File: src/rtl/cop0_pkg.sv
// cop0_pkg: shared definitions for the coprocessor-0 slice.
//   - CP0 register numbers (rd field of MTC0/MFC0)
//   - Status / Cause field bit positions and the Status writable-bit mask
//   - Exception codes and reset constants
//   - Event type plus a helper resolving simultaneous exception/ERET/MTC0
package cop0_pkg;

    localparam int HW_INT_W = 6;

    localparam logic [4:0] REG_COUNT   = 5'd9;
    localparam logic [4:0] REG_COMPARE = 5'd11;
    localparam logic [4:0] REG_STATUS  = 5'd12;
    localparam logic [4:0] REG_CAUSE   = 5'd13;
    localparam logic [4:0] REG_EPC     = 5'd14;

    // Status fields
    localparam int ST_IE    = 0;
    localparam int ST_EXL   = 1;
    localparam int ST_UM    = 4;
    localparam int ST_IM_LO = 8;
    localparam int ST_IM_HI = 15;

    // Cause fields
    localparam int CA_EXC_LO = 2;
    localparam int CA_EXC_HI = 6;
    localparam int CA_IP_LO  = 8;
    localparam int CA_IP_HI  = 15;
    localparam int CA_TI     = 30;
    localparam int CA_BD     = 31;

    localparam logic [31:0] STATUS_WMASK  = 32'h0000_FF13;
    localparam logic [31:0] STATUS_RESET  = 32'h0000_FF11;
    localparam logic [31:0] COMPARE_RESET = 32'hFFFF_FFFF;

    typedef enum logic [4:0] {
        EXC_INT = 5'd0,
        EXC_SYS = 5'd8,
        EXC_RI  = 5'd10,
        EXC_OV  = 5'd12,
        EXC_FPE = 5'd15
    } exc_code_e;

    typedef enum logic [1:0] {
        EV_NONE,
        EV_EXC,
        EV_ERET,
        EV_MTC0
    } cop0_event_e;

    // Only one state-changing event is honoured per cycle; the rest are dropped.
    function automatic cop0_event_e pick_event(input logic exc, input logic eret, input logic wr);
        cop0_event_e ev;
        if (exc)       ev = EV_EXC;
        else if (eret) ev = EV_ERET;
        else if (wr)   ev = EV_MTC0;
        else           ev = EV_NONE;
        return ev;
    endfunction

endpackage

File: src/rtl/cop0_if.sv
// cop0_if: pipeline <-> CP0 signal bundle.
//   master : pipeline side (drives strobes, PC, interrupt lines; reads data/status)
//   slave  : cop0_unit side
// Signals: iRegWrite/iRegNum/iWriteData/oReadData (MTC0/MFC0),
//          iExcOccurred/iExcCode/iBranchDelay/iInterrupted/iEret (exception control),
//          iPCOriginalWrite/iInstrPC (faulting-PC capture), iHwInt (async interrupts),
//          oPendingInterrupt/oUserMode/oExcLevel/oEPC (status towards the pipeline).
interface cop0_if;
    logic        iRegWrite;
    logic [4:0]  iRegNum;
    logic [31:0] iWriteData;
    logic [31:0] oReadData;
    logic        iExcOccurred;
    logic [4:0]  iExcCode;
    logic        iBranchDelay;
    logic        iInterrupted;
    logic        iEret;
    logic        iPCOriginalWrite;
    logic [31:0] iInstrPC;
    logic [5:0]  iHwInt;
    logic [7:0]  oPendingInterrupt;
    logic        oUserMode;
    logic        oExcLevel;
    logic [31:0] oEPC;

    modport master (
        output iRegWrite, iRegNum, iWriteData,
        output iExcOccurred, iExcCode, iBranchDelay, iInterrupted, iEret,
        output iPCOriginalWrite, iInstrPC, iHwInt,
        input  oReadData, oPendingInterrupt, oUserMode, oExcLevel, oEPC
    );

    modport slave (
        input  iRegWrite, iRegNum, iWriteData,
        input  iExcOccurred, iExcCode, iBranchDelay, iInterrupted, iEret,
        input  iPCOriginalWrite, iInstrPC, iHwInt,
        output oReadData, oPendingInterrupt, oUserMode, oExcLevel, oEPC
    );
endinterface

File: src/rtl/cop0_int_sync.sv
// cop0_int_sync: two-flop synchroniser for the external interrupt lines.
// Ports: iCLK clock; iRST async active-high reset; async_in raw lines;
//        sync_out lines after two flops (two-edge latency).
module cop0_int_sync
    import cop0_pkg::*;
(
    input  logic                iCLK,
    input  logic                iRST,
    input  logic [HW_INT_W-1:0] async_in,
    output logic [HW_INT_W-1:0] sync_out
);
    logic [HW_INT_W-1:0] meta_reg;
    logic [HW_INT_W-1:0] sync_reg;

    always_ff @(posedge iCLK or posedge iRST) begin
        if (iRST) begin
            meta_reg <= '0;
            sync_reg <= '0;
        end else begin
            meta_reg <= async_in;
            sync_reg <= meta_reg;
        end
    end

    assign sync_out = sync_reg;
endmodule

File: src/rtl/cop0_unit.sv
// cop0_unit: MIPS-style coprocessor 0 (Status, Cause, EPC, optional timer).
// Ports: iCLK clock; iRST async active-high reset; bus (cop0_if.slave) carrying
//        MTC0/MFC0 access, exception/ERET control, faulting-PC capture,
//        external interrupt lines and the status outputs.
// Build option: define COP0_TIMER_EN to add Count(9)/Compare(11) and the
//        timer interrupt (Cause.TI, forced onto IP[7]). Without it those
//        registers read 0 and IP[7] follows only the synchronised iHwInt[5].
module cop0_unit
    import cop0_pkg::*;
(
    input  logic  iCLK,
    input  logic  iRST,
    cop0_if.slave bus
);
    // Architectural state
    logic [31:0] status_reg, status_next;
    logic        bd_reg, bd_next;
    logic [4:0]  exc_code_reg, exc_code_next;
    logic [1:0]  sw_ip_reg, sw_ip_next;
    logic [31:0] epc_reg, epc_next;
    logic [31:0] pc_orig_reg;

    logic [HW_INT_W-1:0] hw_sync;
    logic                timer_ti;
    logic [31:0]         count_rd;
    logic [31:0]         compare_rd;
    logic [7:0]          ip;
    logic [31:0]         cause_rd;
    logic [31:0]         read_data;
    cop0_event_e         ev;

    cop0_int_sync u_int_sync (
        .iCLK     (iCLK),
        .iRST     (iRST),
        .async_in (bus.iHwInt),
        .sync_out (hw_sync)
    );

    assign ev = pick_event(bus.iExcOccurred, bus.iEret, bus.iRegWrite);

    always_comb begin
        status_next   = status_reg;
        bd_next       = bd_reg;
        exc_code_next = exc_code_reg;
        sw_ip_next    = sw_ip_reg;
        epc_next      = epc_reg;
        unique case (ev)
            EV_EXC: begin
                // An interrupted instruction already completed, so resume after it.
                epc_next             = pc_orig_reg + (bus.iInterrupted ? 32'd4 : 32'd0);
                exc_code_next        = bus.iExcCode;
                bd_next              = bus.iBranchDelay;
                status_next[ST_EXL]  = 1'b1;
            end
            EV_ERET: begin
                status_next[ST_EXL]  = 1'b0;
            end
            EV_MTC0: begin
                case (bus.iRegNum)
                    REG_STATUS: status_next = bus.iWriteData & STATUS_WMASK;
                    REG_CAUSE:  sw_ip_next  = bus.iWriteData[CA_IP_LO+1:CA_IP_LO];
                    REG_EPC:    epc_next    = bus.iWriteData;
                    default:    ;
                endcase
            end
            default: ;
        endcase
    end

    always_ff @(posedge iCLK or posedge iRST) begin
        if (iRST) begin
            status_reg   <= STATUS_RESET;
            bd_reg       <= 1'b0;
            exc_code_reg <= 5'd0;
            sw_ip_reg    <= 2'b00;
            epc_reg      <= 32'h0;
            pc_orig_reg  <= 32'h0;
        end else begin
            status_reg   <= status_next;
            bd_reg       <= bd_next;
            exc_code_reg <= exc_code_next;
            sw_ip_reg    <= sw_ip_next;
            epc_reg      <= epc_next;
            if (bus.iPCOriginalWrite) begin
                pc_orig_reg <= bus.iInstrPC;
            end
        end
    end

`ifdef COP0_TIMER_EN
    logic [31:0] count_reg, count_next;
    logic [31:0] compare_reg, compare_next;
    logic        ti_reg, ti_next;

    always_comb begin
        count_next   = count_reg + 32'd1;
        compare_next = compare_reg;
        // TI is sticky until software rewrites Compare.
        ti_next      = ti_reg | (count_reg == compare_reg);
        if (ev == EV_MTC0) begin
            if (bus.iRegNum == REG_COUNT) begin
                count_next = bus.iWriteData;
            end
            if (bus.iRegNum == REG_COMPARE) begin
                compare_next = bus.iWriteData;
                ti_next      = 1'b0;
            end
        end
    end

    always_ff @(posedge iCLK or posedge iRST) begin
        if (iRST) begin
            count_reg   <= 32'h0;
            compare_reg <= COMPARE_RESET;
            ti_reg      <= 1'b0;
        end else begin
            count_reg   <= count_next;
            compare_reg <= compare_next;
            ti_reg      <= ti_next;
        end
    end

    assign timer_ti   = ti_reg;
    assign count_rd   = count_reg;
    assign compare_rd = compare_reg;
`else
    assign timer_ti   = 1'b0;
    assign count_rd   = 32'h0;
    assign compare_rd = 32'h0;
`endif

    // IP[7:2] track the synchronised lines level-sensitively; IP[1:0] are software bits.
    assign ip = {hw_sync[5] | timer_ti, hw_sync[4:0], sw_ip_reg};

    assign cause_rd = {bd_reg, timer_ti, 14'd0, ip, 1'b0, exc_code_reg, 2'b00};

    always_comb begin
        read_data = 32'h0;
        case (bus.iRegNum)
            REG_COUNT:   read_data = count_rd;
            REG_COMPARE: read_data = compare_rd;
            REG_STATUS:  read_data = status_reg;
            REG_CAUSE:   read_data = cause_rd;
            REG_EPC:     read_data = epc_reg;
            default:     read_data = 32'h0;
        endcase
    end

    assign bus.oReadData         = read_data;
    assign bus.oPendingInterrupt = status_reg[ST_IE] ? (ip & status_reg[ST_IM_HI:ST_IM_LO]) : 8'h00;
    assign bus.oUserMode         = status_reg[ST_UM];
    assign bus.oExcLevel         = status_reg[ST_EXL];
    assign bus.oEPC              = epc_reg;
endmodule

File: src/flat_wrapper.sv
// flat-port wrapper written by rule: the top's interface ports become plain ports
module cop0_unit_flat import cop0_pkg::*;
  (iCLK, iRST, bus_iRegWrite, bus_iRegNum, bus_iWriteData, bus_iExcOccurred, bus_iExcCode, bus_iBranchDelay, bus_iInterrupted, bus_iEret, bus_iPCOriginalWrite, bus_iInstrPC, bus_iHwInt, bus_oReadData, bus_oPendingInterrupt, bus_oUserMode, bus_oExcLevel, bus_oEPC);
  cop0_if bus_i ();
  input  logic iCLK;
  input  logic iRST;
  input wire logic [$bits(bus_i.iRegWrite)-1:0] bus_iRegWrite;
  input wire logic [$bits(bus_i.iRegNum)-1:0] bus_iRegNum;
  input wire logic [$bits(bus_i.iWriteData)-1:0] bus_iWriteData;
  input wire logic [$bits(bus_i.iExcOccurred)-1:0] bus_iExcOccurred;
  input wire logic [$bits(bus_i.iExcCode)-1:0] bus_iExcCode;
  input wire logic [$bits(bus_i.iBranchDelay)-1:0] bus_iBranchDelay;
  input wire logic [$bits(bus_i.iInterrupted)-1:0] bus_iInterrupted;
  input wire logic [$bits(bus_i.iEret)-1:0] bus_iEret;
  input wire logic [$bits(bus_i.iPCOriginalWrite)-1:0] bus_iPCOriginalWrite;
  input wire logic [$bits(bus_i.iInstrPC)-1:0] bus_iInstrPC;
  input wire logic [$bits(bus_i.iHwInt)-1:0] bus_iHwInt;
  output wire logic [$bits(bus_i.oReadData)-1:0] bus_oReadData;
  output wire logic [$bits(bus_i.oPendingInterrupt)-1:0] bus_oPendingInterrupt;
  output wire logic [$bits(bus_i.oUserMode)-1:0] bus_oUserMode;
  output wire logic [$bits(bus_i.oExcLevel)-1:0] bus_oExcLevel;
  output wire logic [$bits(bus_i.oEPC)-1:0] bus_oEPC;
  assign bus_i.iRegWrite = bus_iRegWrite;
  assign bus_i.iRegNum = bus_iRegNum;
  assign bus_i.iWriteData = bus_iWriteData;
  assign bus_i.iExcOccurred = bus_iExcOccurred;
  assign bus_i.iExcCode = bus_iExcCode;
  assign bus_i.iBranchDelay = bus_iBranchDelay;
  assign bus_i.iInterrupted = bus_iInterrupted;
  assign bus_i.iEret = bus_iEret;
  assign bus_i.iPCOriginalWrite = bus_iPCOriginalWrite;
  assign bus_i.iInstrPC = bus_iInstrPC;
  assign bus_i.iHwInt = bus_iHwInt;
  assign bus_oReadData = bus_i.oReadData;
  assign bus_oPendingInterrupt = bus_i.oPendingInterrupt;
  assign bus_oUserMode = bus_i.oUserMode;
  assign bus_oExcLevel = bus_i.oExcLevel;
  assign bus_oEPC = bus_i.oEPC;
  cop0_unit u_core (.iCLK(iCLK), .iRST(iRST), .bus(bus_i));
endmodule
File: config.mk
export PLATFORM = sky130hd
export DESIGN_NAME = cop0_unit_flat
export DESIGN_NICKNAME = d
export VERILOG_FILES = /design/src/rtl/cop0_pkg.sv /design/src/rtl/cop0_if.sv /design/src/rtl/cop0_int_sync.sv /design/src/rtl/cop0_unit.sv /design/src/flat_wrapper.sv
export SDC_FILE = /design/constraint.sdc
export NUM_CORES = 1
export LEC_CHECK = 0
export BUFFER_PORTS_ARGS = -buffer_cell sky130_fd_sc_hd__buf_2
export CORE_UTILIZATION = 28
export CTS_BUF_LIST = sky130_fd_sc_hd__clkbuf_8
export DETAILED_ROUTE_END_ITERATION = 12
export GPL_ROUTABILITY_DRIVEN = 0
export SLEW_MARGIN = 10
export SYNTH_ARGS = -nofsm -noshare
export SYNTH_HDL_FRONTEND = slang
export SYNTH_SLANG_ARGS = --single-unit
File: constraint.sdc
create_clock -name iCLK -period 2.95 [get_ports iCLK]
set_input_delay 0.295 -clock iCLK [delete_from_list [all_inputs] [get_ports iCLK]]
set_output_delay 0.295 -clock iCLK [all_outputs]
set_load 0.01 [all_outputs]
==> Word level (Yosys, flattened, before mapping) <==
Index checks and enable logic that the tools add are counted.
Widths: inputs -> output; s select.
{ "op_classes": {"addsub": 1, "n_eq_ne": 8, "mux": 10, "n_bitwise": 1, "reduce_logical": 6} }
{ "ops": {"columns": ["operator", "count"], "rows": [
  ["$pmux 32 s3", 1],
  ["$pmux 32 s2", 1],
  ["$add 32x32->32", 1],
  ["$mux 32", 1],
  ["$eq 5x4->1 const B", 3],
  ["$and 8x8->8", 1],
  ["$mux 2", 4],
  ["$mux 8", 1],
  ["$reduce_and 2->1", 4],
  ["$eq 2x2->1 const B", 2],
  ["$ne 2x1->1 const B", 2],
  ["$mux 3", 1],
  ["$pmux 1 s3", 1],
  ["$reduce_bool 3->1", 1],
  ["$eq 2x1->1 const B", 1],
  ["$reduce_bool 2->1", 1]
]} }
{ "totals": {"reg_bits": 95, "input_bits": 88, "output_inout_bits": 74, "wordCells": 35} }

==> Depth between registers and ports, before layout <==
Gate-level depths: netlist of the first run.
{ "logic_depth": {"ltp_word": 6, "depth_mapped": 7, "mapped_depth_nobuf": 6} }

==> By module <==
From an unflattened synthesis of the first run, not the netlist that was laid out.
{ "unflattened": {"hier_cells": 473, "hier_area_um2": 4959.8} }
{ "by_module_without_submodules": {"columns": ["mod", "n_inst", "cells_per_inst", "area_per_inst_um2", "seq_area_each_um2"], "rows": [
  ["cop0_unit", 1, 460, 4655.7, 2089.5],
  ["cop0_int_sync", 1, 13, 304.0, 300.3]
]} }

==> Least setup slack after synthesis of the first run <==
Ideal clock, no wire load.
{ "synth_timing": {"path_kind": "reg-to-reg", "startpoint": "register u_core.pc_orig_reg[2]", "endpoint": "register u_core.epc_reg[20] (netlist: u_core.bus.oEPC[20])", "setup_time_ns": 0.082, "arrival_ns": 1.879, "required_ns": 2.868, "path_slack_ns": 0.989, "stages_incl_launch_ff": 6, "path_buffers": 0, "period_less_slack_ns": 1.961, "path_cell_list": "dfrtp_1 ha_1 nand3_4 or4_4 or4_1 a31oi_1"} }
{ "synth_between": {"elab_chain_cells": 2} }
{ "synth_lines": {"columns": ["item", "line", "text"], "rows": [
  ["start, declared", "cop0_unit.sv:21", "logic [31:0] pc_orig_reg;"],
  ["start signal, assigned", "cop0_unit.sv:85", "pc_orig_reg <= bus.iInstrPC;"],
  ["$add 32x32->32", "cop0_unit.sv:50", "epc_next = pc_orig_reg + (bus.iInterrupted ? 32'd4 : 32'd0);"],
  ["$pmux 32 s2", "cop0_unit.sv:47", "unique case (ev)"],
  ["end signal, assigned", "cop0_unit.sv:83", "epc_reg <= epc_next;"],
  ["end, declared", "cop0_unit.sv:20", "logic [31:0] epc_reg, epc_next;"]
]} }
No other way between the ends.
A chain may end at the register's enable or synchronous reset.

==> Worst setup path after layout of the first run <==
{ "layout_timing": {"startpoint": "register u_core.pc_orig_reg[2]", "endpoint": "register u_core.epc_reg[29] (netlist: u_core.bus.oEPC[29])"} }
The elaborated chain is that of the path after synthesis.

==> results.md, run 1 <==
* Die width at 134.6 um
* Setup bufs post-CTS at 0
* Die height at 134.6 um
* Post-DRT Antenna Nets at 0
* Worst-path clk slew at 100 ps
* CTS buffer count at 9
* Drt initial violations at 245
* Pwr Density at 477.1 nW/um^2
* Initial Utilization at 0.2854
* Ports at 162
* Routed len/inst at 17.50 um
* Detailed Route WL at 14.90 mm
* Detailed placement HPWL at 11.47 mm
* PortBufs at 161
* GR Util met3 at 0.04167
* Via Count at 4,240
* Max incr delay on CP at 640 ps
* Max-capacitance violation count at 0
* CP Capture Type: flop
* Vias in the first global route at 3,952
* Async SR Flop Fraction at 1.000
* Final period demand of the worst path at 2157 ps
* Worst-Margin Slew at 773.0 ps
* Met1 Use GR at 0.2394
* Initial antenna violation count at 3
* CTS sink cnt at 95
* Post-synth EDFFs at 0
* Critical Path RT at 3240 ps
* First-pass GRT wire length at 22.86 mm
* H-tree depth at 3
* Final worst setup slack at 793.4 ps
* Yosys Warn Count at 0
* Total gr overflow at 0
* Unrepaired setup endpoints after global routing: false
* Layout net count at 710
* Root Driver: clkbuf_8
* Clk_skew at 13.07 ps
* Area growth, synth to finish at 26.42%
* Die area at 18,110 um^2
* Commonest non-fill, non-tap cell in the layout: buf_2
* Pins Over Slew Limit at 0
* Deepest clock path buffer count at 2
* Unique cell type count in the Yosys netlist at 44
* Worst vdd ir at 0.1666 mV
* GRT Overall Usage at 0.1665
* Setup WS pre-CTS at 711.4 ps
* Residual DRC at 0
* FP Rows at 48
* Syn_nets at 556
* Worst-Skew Late Latency at 380 ps
* Synth Flop Type: dfrtp_1
* Critical-path maximum fanout at 14
* Lkg Pwr at 2.912 nW
* Number of synthesized register bits at 95
* Slowest cell on the critical path: or4_4
* Gr busiest metal: met2
* Crit path kind: reg -> reg
* Status: finished, final reports clean
* Largest net degree at the start of global routing at 70
* Post-Syn Area at 4920 um^2
* Final period utilization at 0.7310
* Rel. slew slack at 0.4834
* Core area at 17,240 um^2
* Hold Path Class: in -> reg
* Mapped Avg Cell Area at 10.58 um^2
* WP data arrival at 2450 ps
* Layout cells sized above 1 at 0.3974
* Most frequent cells in the layout: buf_2 (161), dfrtp_1 (85), and3_1 (50)
* Cell chain of the critical path: ha_1, nand3_4, or4_4, or4_1, a31oi_1
* M2 GR Usage at 0.2453
* Final hold vios at 0
* Number of vias per cell at 4.982
* FILL cells at 1,766
* Post-Synthesis Cells at 465
* Crit path launch type: flop
* CTS tree: done
* Setup TNS at 0 ps
* Register area share after synthesis at 0.4858
* DR pass1 iterations at 5
* Endpoints failing setup at 0
* Max Fclk at 0.4637 GHz
-- worst paths after layout --
check	startpoint	slack (ps)	to	cells after the start
max reg2reg	u_core.pc_orig_reg[2]	790	u_core.bus.oEPC[29]	5
min in group asynchronous	iRST	490	u_core.sw_ip_reg[0]	3
max in group asynchronous	iRST	1730	u_core.status_reg[13]	4
max	u_core.pc_orig_reg[2]	790	u_core.bus.oEPC[29]	5
min reg2reg	u_core.u_int_sync.meta_reg[3]	360	u_core.u_int_sync.sync_out[3]	0
min	bus_iHwInt[3]	20	u_core.u_int_sync.meta_reg[3]	1
-- critical path: cells and delay by family, from the launching register on --
| family | cells | cell delay (ps) |
|---|---|---|
| compound gates | 1 | 180 |
| simple gates | 3 | 1280 |
| flops | 1 | 380 |
| fa+ha+maj | 1 | 230 |
-- report_power, final --
part	internal, mW	switching (mW)	total, mW
clock	0.418	0.479	0.897
combinational	0.232	0.260	0.492
sequential	1.44	0.139	1.58
-- through the flow --
step                      cell area, um^2  power, mW  instances  utilization  hold WS (ps)
after floorplan                      4920      1.838        465            -         326.4
after global placement               5959      2.087        828       0.3457         331.4
after detailed placement             5959      2.094        828       0.3457         334.7
after CTS                            6175      2.993        845       0.3582         2.318
after global routing                 6215      3.119        849       0.3606         3.413
final                                6220      2.967        851       0.3608         24.73
-- cells in the mapped netlist (3+ instances only) --
| cell | number | share of area |
|---|---|---|
| and3_1 | 50 | 0.064 |
| o311a_1 | 4 | 0.0081 |
| mux2_2 | 40 | 0.092 |
| nor4_1 | 10 | 0.013 |
| a211oi_1 | 28 | 0.043 |
| a21oi_1 | 9 | 0.0092 |
| o21ai_0 | 29 | 0.030 |
| xnor2_1 | 8 | 0.014 |
| nor2_1 | 5 | 0.0038 |
| or4_1 | 7 | 0.011 |
| o31ai_1 | 6 | 0.0092 |
| dfstp_2 | 10 | 0.053 |
| a31oi_1 | 9 | 0.011 |
| or3_1 | 6 | 0.0076 |
| nand3_1 | 10 | 0.010 |
| ha_1 | 3 | 0.0076 |
| dfrtp_1 | 85 | 0.43 |
| inv_1 | 13 | 0.0099 |
| mux2i_1 | 22 | 0.045 |
| nor3_1 | 5 | 0.0051 |
| a311oi_1 | 3 | 0.0053 |
| a22o_1 | 5 | 0.0089 |
| nand4_1 | 6 | 0.0076 |
| nand2_1 | 39 | 0.030 |
| and2_1 | 4 | 0.0051 |
| clkbuf_1 | 25 | 0.019 |
-- area by class of cell --
| type | count | area, um^2 | area share |
|---|---|---|---|
| Sequential cell | 95 | 2390 | 0.3842 |
| Timing Repair Buffer | 174 | 928.4 | 0.1493 |
| Tap cell | 225 | 281.5 | 0.04526 |
| Clock buffer | 10 | 137.6 | 0.02213 |
| Inverter | 13 | 51.30 | 0.008248 |
| Antenna cell | 2 | 5.005 | 0.0008047 |
| Multi-Input combinational cell | 326 | 2359 | 0.3792 |
| Clock inverter | 6 | 67.56 | 0.01086 |
-- layer usage --
layer  share of wire  up-vias  wire length, um
met5         0.00087        -               13
met4           0.013        2              200
met3           0.065       17              963
met2            0.44      142             6480
met1            0.49     2030             7237
li1                -     2049                -
-- kinds of logic (layout without fill, tap and decap cells) --
| logic type | Yosys count | after routing | synth area share |
|---|---|---|---|
| compound gates | 94 | 94 | 0.1261 |
| xor+xnor | 10 | 10 | 0.01780 |
| fa+ha+maj | 3 | 3 | 0.007631 |
| buf+inv | 44 | 203 | 0.03917 |
| flops | 95 | 95 | 0.4858 |
| mux | 62 | 62 | 0.1363 |
| other cells | 0 | 2 | 0 |
| simple gates | 157 | 157 | 0.1872 |
-- repair_timing --
action	4_1_cts	5_1_grt
hold endpoints to repair	34	4
hold buffers	1	4
resized for setup	0	0
(Power assumes the default switching activity.)
==> inputs of run 2 (changes only) <==
==> constraint.sdc (replaced) <==
create_clock -name iCLK -period 2.08 [get_ports iCLK]
set_input_delay 0.208 -clock iCLK [delete_from_list [all_inputs] [get_ports iCLK]]
set_output_delay 0.208 -clock iCLK [all_outputs]
set_load 0.01 [all_outputs]
==> results.md, run 2 (same netlist as run 1, synthesis figures left out) <==
* Initial antenna violation count at 1
* Pins Over Slew Limit at 0
* Most frequent cells in the layout: buf_2 (161), dfrtp_1 (83), and3_1 (50)
* Diode count at 0
* Routed len/inst at 17.56 um
* Status: finished, final reports clean
* Post-DRT Antenna Nets at 0
* Clk_skew at 7.626 ps
* CTS sink cnt at 95
* Worst vdd ir at 0.2470 mV
* Hold path depth at 3
* Endpoints failing setup at 0
* FP Rows at 48
* DR pass1 iterations at 4
* Largest net degree at the start of global routing at 70
* Detailed Route WL at 15.47 mm
* Layout net count at 742
* Deepest clock path buffer count at 2
* Crit path kind: reg -> reg
* Hold Path Class: in -> reg
* CP Capture Type: flop
* Worst-Margin Slew at 693.1 ps
* Total gr overflow at 0
* Die width at 134.6 um
* Critical Path RT at 2380 ps
* Number of vias per cell at 4.944
* GRT Overall Usage at 0.1743
* Die area at 18,110 um^2
* Max Fclk at 0.4888 GHz
* Core area at 17,240 um^2
* PortBufs at 161
* CTS buffer count at 9
* H-tree depth at 3
* R2R setup slack at 30 ps
* Final period demand of the worst path at 2046 ps
* Final period utilization at 0.9836
* # placed instances at 852
* Ports at 162
* R2R cell count at 5
* Critical-path maximum fanout at 6
* Unrepaired setup endpoints after global routing: true
* Initial Utilization at 0.2854
* Post-route design area at 6561 um^2
* Placed Instance Area at 6166 um^2
* Detailed placement HPWL at 11.78 mm
* Lkg Pwr at 3.087 nW
* Worst-Skew Late Latency at 370 ps
* Die height at 134.6 um
* CTS tree: done
* Via Count at 4,356
* First-pass GRT wire length at 23.96 mm
* Pwr Density at 670.1 nW/um^2
* Commonest non-fill, non-tap cell in the layout: buf_2
* Worst-path clk slew at 100 ps
* Crit path launch type: flop
* Residual DRC at 0
* Post-route insts no fill at 881
* Root Driver: clkbuf_8
* Final hold vios at 0
* Rel. slew slack at 0.5380
* Layout cells sized above 1 at 0.4390
* Vias in the first global route at 4,169
* Drt initial violations at 294
* WP data arrival at 2340 ps
* Area growth, synth to finish at 33.37%
* Setup TNS at 0 ps
* Max-capacitance violation count at 0
run 2: cell count changes in the layout (fill, tap and decap cells not counted), moves of 2 or more:
cell           previous run  this run
buf_12                    1         3
dfrtp_1                  85        83
dlygate4sd3_1             5         7
diode_2                   2         0
buf_4                     7        34
or4_4                     1         5
inv_6                     1         3
or4_1                     7         4
dfrtp_2                   0         2
run 2: report_power, final:
group / total [mW] / internal (mW) / switching [mW] / leakage [nW]
Sequential: 2.22 / 2.04 / 0.179 / 1.10
Clock: 1.40 / 0.693 / 0.709 / 0.111
Combinational: 0.775 / 0.369 / 0.406 / 1.88
run 2: worst max-delay path: stages (launching register included):
cell and delay (ps):
dfrtp_2 420, ha_4 160, nand3_4 90, or4_4 610
or4_4 530, a31oi_2 170
run 2: final cells by class:
type | count | area, um^2
clock buffer | 9 | 123.9
clock inverter | 7 | 102.6
fill | 1721 | 10680
inverter | 13 | 52.55
multi-input combinational | 327 | 2417
sequential | 95 | 2392
tap | 225 | 281.5
timing repair buffer | 205 | 1191
run 2: what timing repair did:
| item | in CTS | in global routing |
|---|---|---|
| hold buffers | 7 | 0 |
| endpoints found under the setup margin | 3 | 6 |
| buffers inserted | 2 | 3 |
| gates resized for setup | 1 | 12 |
| pin swaps | 1 | 8 |
| cloned | 0 | 1 |
| endpoints found under the hold margin | 24 | 0 |
run 2: layer usage:
metal / wire (um) / up-vias / share of wire / global-route usage
met3: 787 / 14 / 0.051 / 0.03679
met4: 166 / 2 / 0.011 / 0.04619
met5: 13 / - / 0.00084 / 0
met1: 7592 / 2109 / 0.49 / 0.2571
met2: 6910 / 117 / 0.45 / 0.2568
li1: - / 2114 / - / -
run 2: stage by stage:
step / hold slack [ps] / util / total power [mW] / worst slack, ps
CTS: 18.97 / 0.3759 / 4.435 / 4.364
floorplan: 239.4 / - / 2.608 / 119.4
global route: 33.51 / 0.3807 / 4.621 / -19.70
finish: 39.77 / 0.3807 / 4.397 / 34.07
detailed placement: 317.6 / 0.3577 / 3.011 / -32.53
global placement: 317.2 / 0.3577 / 2.999 / 20.44
run 2: worst paths after layout:
kind / startpoint / endpoint
worst max-delay path: u_core.pc_orig_reg[2] / u_core.bus.oEPC[20]
worst min-delay path: bus_iInstrPC[23] / u_core.pc_orig_reg[23]
worst max register to register: u_core.pc_orig_reg[2] / u_core.bus.oEPC[20]
worst min register to register: u_core.u_int_sync.meta_reg[0] / u_core.u_int_sync.sync_out[0]
max in group asynchronous: iRST / u_core.status_reg[13]
min in group asynchronous: iRST / u_core.bus.oEPC[3]
==> inputs of run 3 (changes only) <==
--- a/config.mk
+++ b/config.mk
@@ -9,8 +9,9 @@
 export CORE_UTILIZATION = 28
 export CTS_BUF_LIST = sky130_fd_sc_hd__clkbuf_8
 export DETAILED_ROUTE_END_ITERATION = 12
-export GPL_ROUTABILITY_DRIVEN = 0
+export GPL_ROUTABILITY_DRIVEN = 1
 export SLEW_MARGIN = 10
 export SYNTH_ARGS = -nofsm -noshare
 export SYNTH_HDL_FRONTEND = slang
+export SYNTH_HIERARCHICAL = 1
 export SYNTH_SLANG_ARGS = --single-unit
==> results.md, run 3 <==
* Yosys Warn Count at 6
* CTS tree: done
* DR pass1 iterations at 5
* Syn_nets at 564
* Max Fclk at 0.5251 GHz
* Pins Over Slew Limit at 0
* Core area at 17,300 um^2
* Clk_skew at 15.21 ps
* Final period demand of the worst path at 1904 ps
* Rel. slew slack at 0.3203
* Post-synth EDFFs at 0
* Via Count at 4,416
* Post-DRT Antenna Nets at 0
* Most frequent cells in the layout: buf_2 (161), dfrtp_1 (85), and3_1 (52)
* Drt initial violations at 235
* Final hold vios at 0
* Deepest clock path buffer count at 2
* Detailed placement HPWL at 12.03 mm
* Post-Synthesis Cells at 473
* Reg2reg start: u_core/pc_orig_reg[2]
* Post-Syn Area at 4960 um^2
* Largest net degree at the start of global routing at 34
* Layout cells sized above 1 at 0.4052
* Hold Crit Endpoint: u_core/pc_orig_reg[12]
* Layout net count at 735
* Pwr Density at 645.1 nW/um^2
* Root Driver: clkbuf_8
* HP Start: bus_iInstrPC[12]
* Unrepaired setup endpoints after global routing: false
* Hold Path Class: in -> reg
* Layout Utilization at 0.3684
* Die height at 135.1 um
* Async SR Flop Fraction at 1.000
* Vias in the first global route at 4,066
* R2R setup slack at 180 ps
* H-tree depth at 3
* Ports at 162
* Mapped Avg Cell Area at 10.49 um^2
* Endpoints failing setup at 0
* R2R cell count at 6
* Routed len/inst at 17.62 um
* Crit path launch type: flop
* Count leader, synth: dfrtp_1
* Share of the synthesized area in the top cell type at 0.4289
* First-pass GRT wire length at 23.45 mm
* FP Rows at 48
* Status: finished, final reports clean
* Final period utilization at 0.9156
* Number of vias per cell at 5.047
* Critical Path RT at 2390 ps
* Initial Utilization at 0.2867
* Synth Flop Type: dfrtp_1
* Worst-Margin Slew at 1020 ps
* Synth top area cells: dfrtp_1 (43%), mux2_2 (10%), and3_1 (6.6%), dfstp_2 (5.3%), a211oi_1 (3.5%)
* Crit path kind: reg -> reg
* Initial antenna violation count at 1
* Number of synthesized register bits at 95
* Commonest cells in the synthesized netlist: dfrtp_1 (85), and3_1 (52), mux2_2 (45), nand2_1 (25), nor2_1 (25)
* Die area at 18,250 um^2
* Commonest non-fill, non-tap cell in the layout: buf_2
* Top cell type by total area after synthesis: dfrtp_1
* Residual DRC at 0
* PortBufs at 161
* Detailed Route WL at 15.42 mm
* Final Wtd Congestion at 0.8755
* Worst-path clk slew at 100 ps
* Unique cell type count in the Yosys netlist at 45
* CTS buffer count at 9
* Critical-path maximum fanout at 10
* Max-capacitance violation count at 0
* Die width at 135.1 um
* Hold WS at 36.88 ps
* Worst vdd ir at 0.2941 mV
* Total gr overflow at 0
* Register area share after synthesis at 0.4818
* WP data arrival at 2210 ps
* Setup TNS at 0 ps
* GRT Overall Usage at 0.1717
* Area growth, synth to finish at 28.48%
* Worst-Skew Late Latency at 390 ps
* CTS sink cnt at 95
* Worst r2r dst: u_core/bus.oEPC[18]
* Hold path depth at 3
* Lkg Pwr at 3.033 nW
* CP Capture Type: flop
-- run 3: changes by cell type in the layout (fill, tap and decap cells not counted), sizes merged, moves of 9 or more --
| cell | previous run | this run |
|---|---|---|
| a21oi | 9 | 18 |
| nor2 | 5 | 25 |
| o21ai | 29 | 14 |
| nand2 | 39 | 25 |
| buf | 198 | 186 |
-- run 3: per-layer routing --
layer	vias to the layer above	GRT usage	wire [um]
li1	2114	-	-
met1	2138	0.2408	7399
met2	151	0.2632	7024
met3	13	0.03303	763
met4	0	0.05868	231
met5	-	0	0
-- run 3: worst max-delay path, cell delays in order (launching register included) --
cell	delay, ps
dfrtp_1	380
ha_1	190
ha_1	170
and3_2	230
nand3_2	160
or4_1	500
a31oi_1	210
-- run 3: kinds of logic (layout without fill, tap and decap cells) --
logic type	count (synthesis)	count (layout)	synth area share
flops	95	95	0.4818
simple gates	170	170	0.1958
other cells	0	1	0
fa+ha+maj	3	3	0.007569
compound gates	92	92	0.1211
xor+xnor	11	11	0.01942
mux	62	62	0.1365
buf+inv	40	216	0.03784
-- run 3: worst max-delay path by stage --
stage                                endpoint  cells after the start             startpoint
final                     u_core/bus.oEPC[18]                      6  u_core/pc_orig_reg[2]
after global routing      u_core/bus.oEPC[31]                      4  u_core/pc_orig_reg[9]
after CTS                 u_core/bus.oEPC[18]                      6  u_core/pc_orig_reg[2]
after detailed placement  u_core/bus.oEPC[18]                      6  u_core/pc_orig_reg[2]
after global placement    u_core/bus.oEPC[22]                      6  u_core/pc_orig_reg[2]
after floorplan           u_core/bus.oEPC[25]                      5  u_core/pc_orig_reg[2]
-- run 3: final cells by class --
class | count | area (um^2)
inverter | 7 | 30.03
fill | 1780 | 10920
clock inverter | 6 | 32.53
multi-input combinational | 338 | 2410
clock buffer | 10 | 137.6
antenna | 1 | 2.502
tap | 225 | 281.5
sequential | 95 | 2390
timing repair buffer | 193 | 1089
-- run 3: timing repair --
| item | CTS | global route |
|---|---|---|
| setup buffers | 0 | 0 |
| endpoints found under the setup margin | 0 | 6 |
| hold buffers | 7 | 0 |
| resized for setup | 0 | 1 |
| hold endpoints to repair | 41 | 0 |
-- run 3: through the flow --
stage | instance area (um^2) | std cells | power (mW) | worst slack (ps)
floorplan | 4964 | 473 | 2.632 | 225.7
global placement | 6125 | 851 | 3.017 | 147.5
detailed placement | 6125 | 851 | 3.028 | 58.16
CTS | 6365 | 874 | 4.154 | 44.32
global route | 6370 | 874 | 4.333 | 45.99
finish | 6372 | 875 | 4.111 | 175.5
-- run 3: power breakdown --
| group | switching, mW | leakage (nW) | internal (mW) |
|---|---|---|---|
| clock | 0.657 | 0.0961 | 0.455 |
| sequential | 0.190 | 1.10 | 2.04 |
| combinational | 0.399 | 1.84 | 0.366 |
| total | 1.25 | 3.03 | 2.86 |
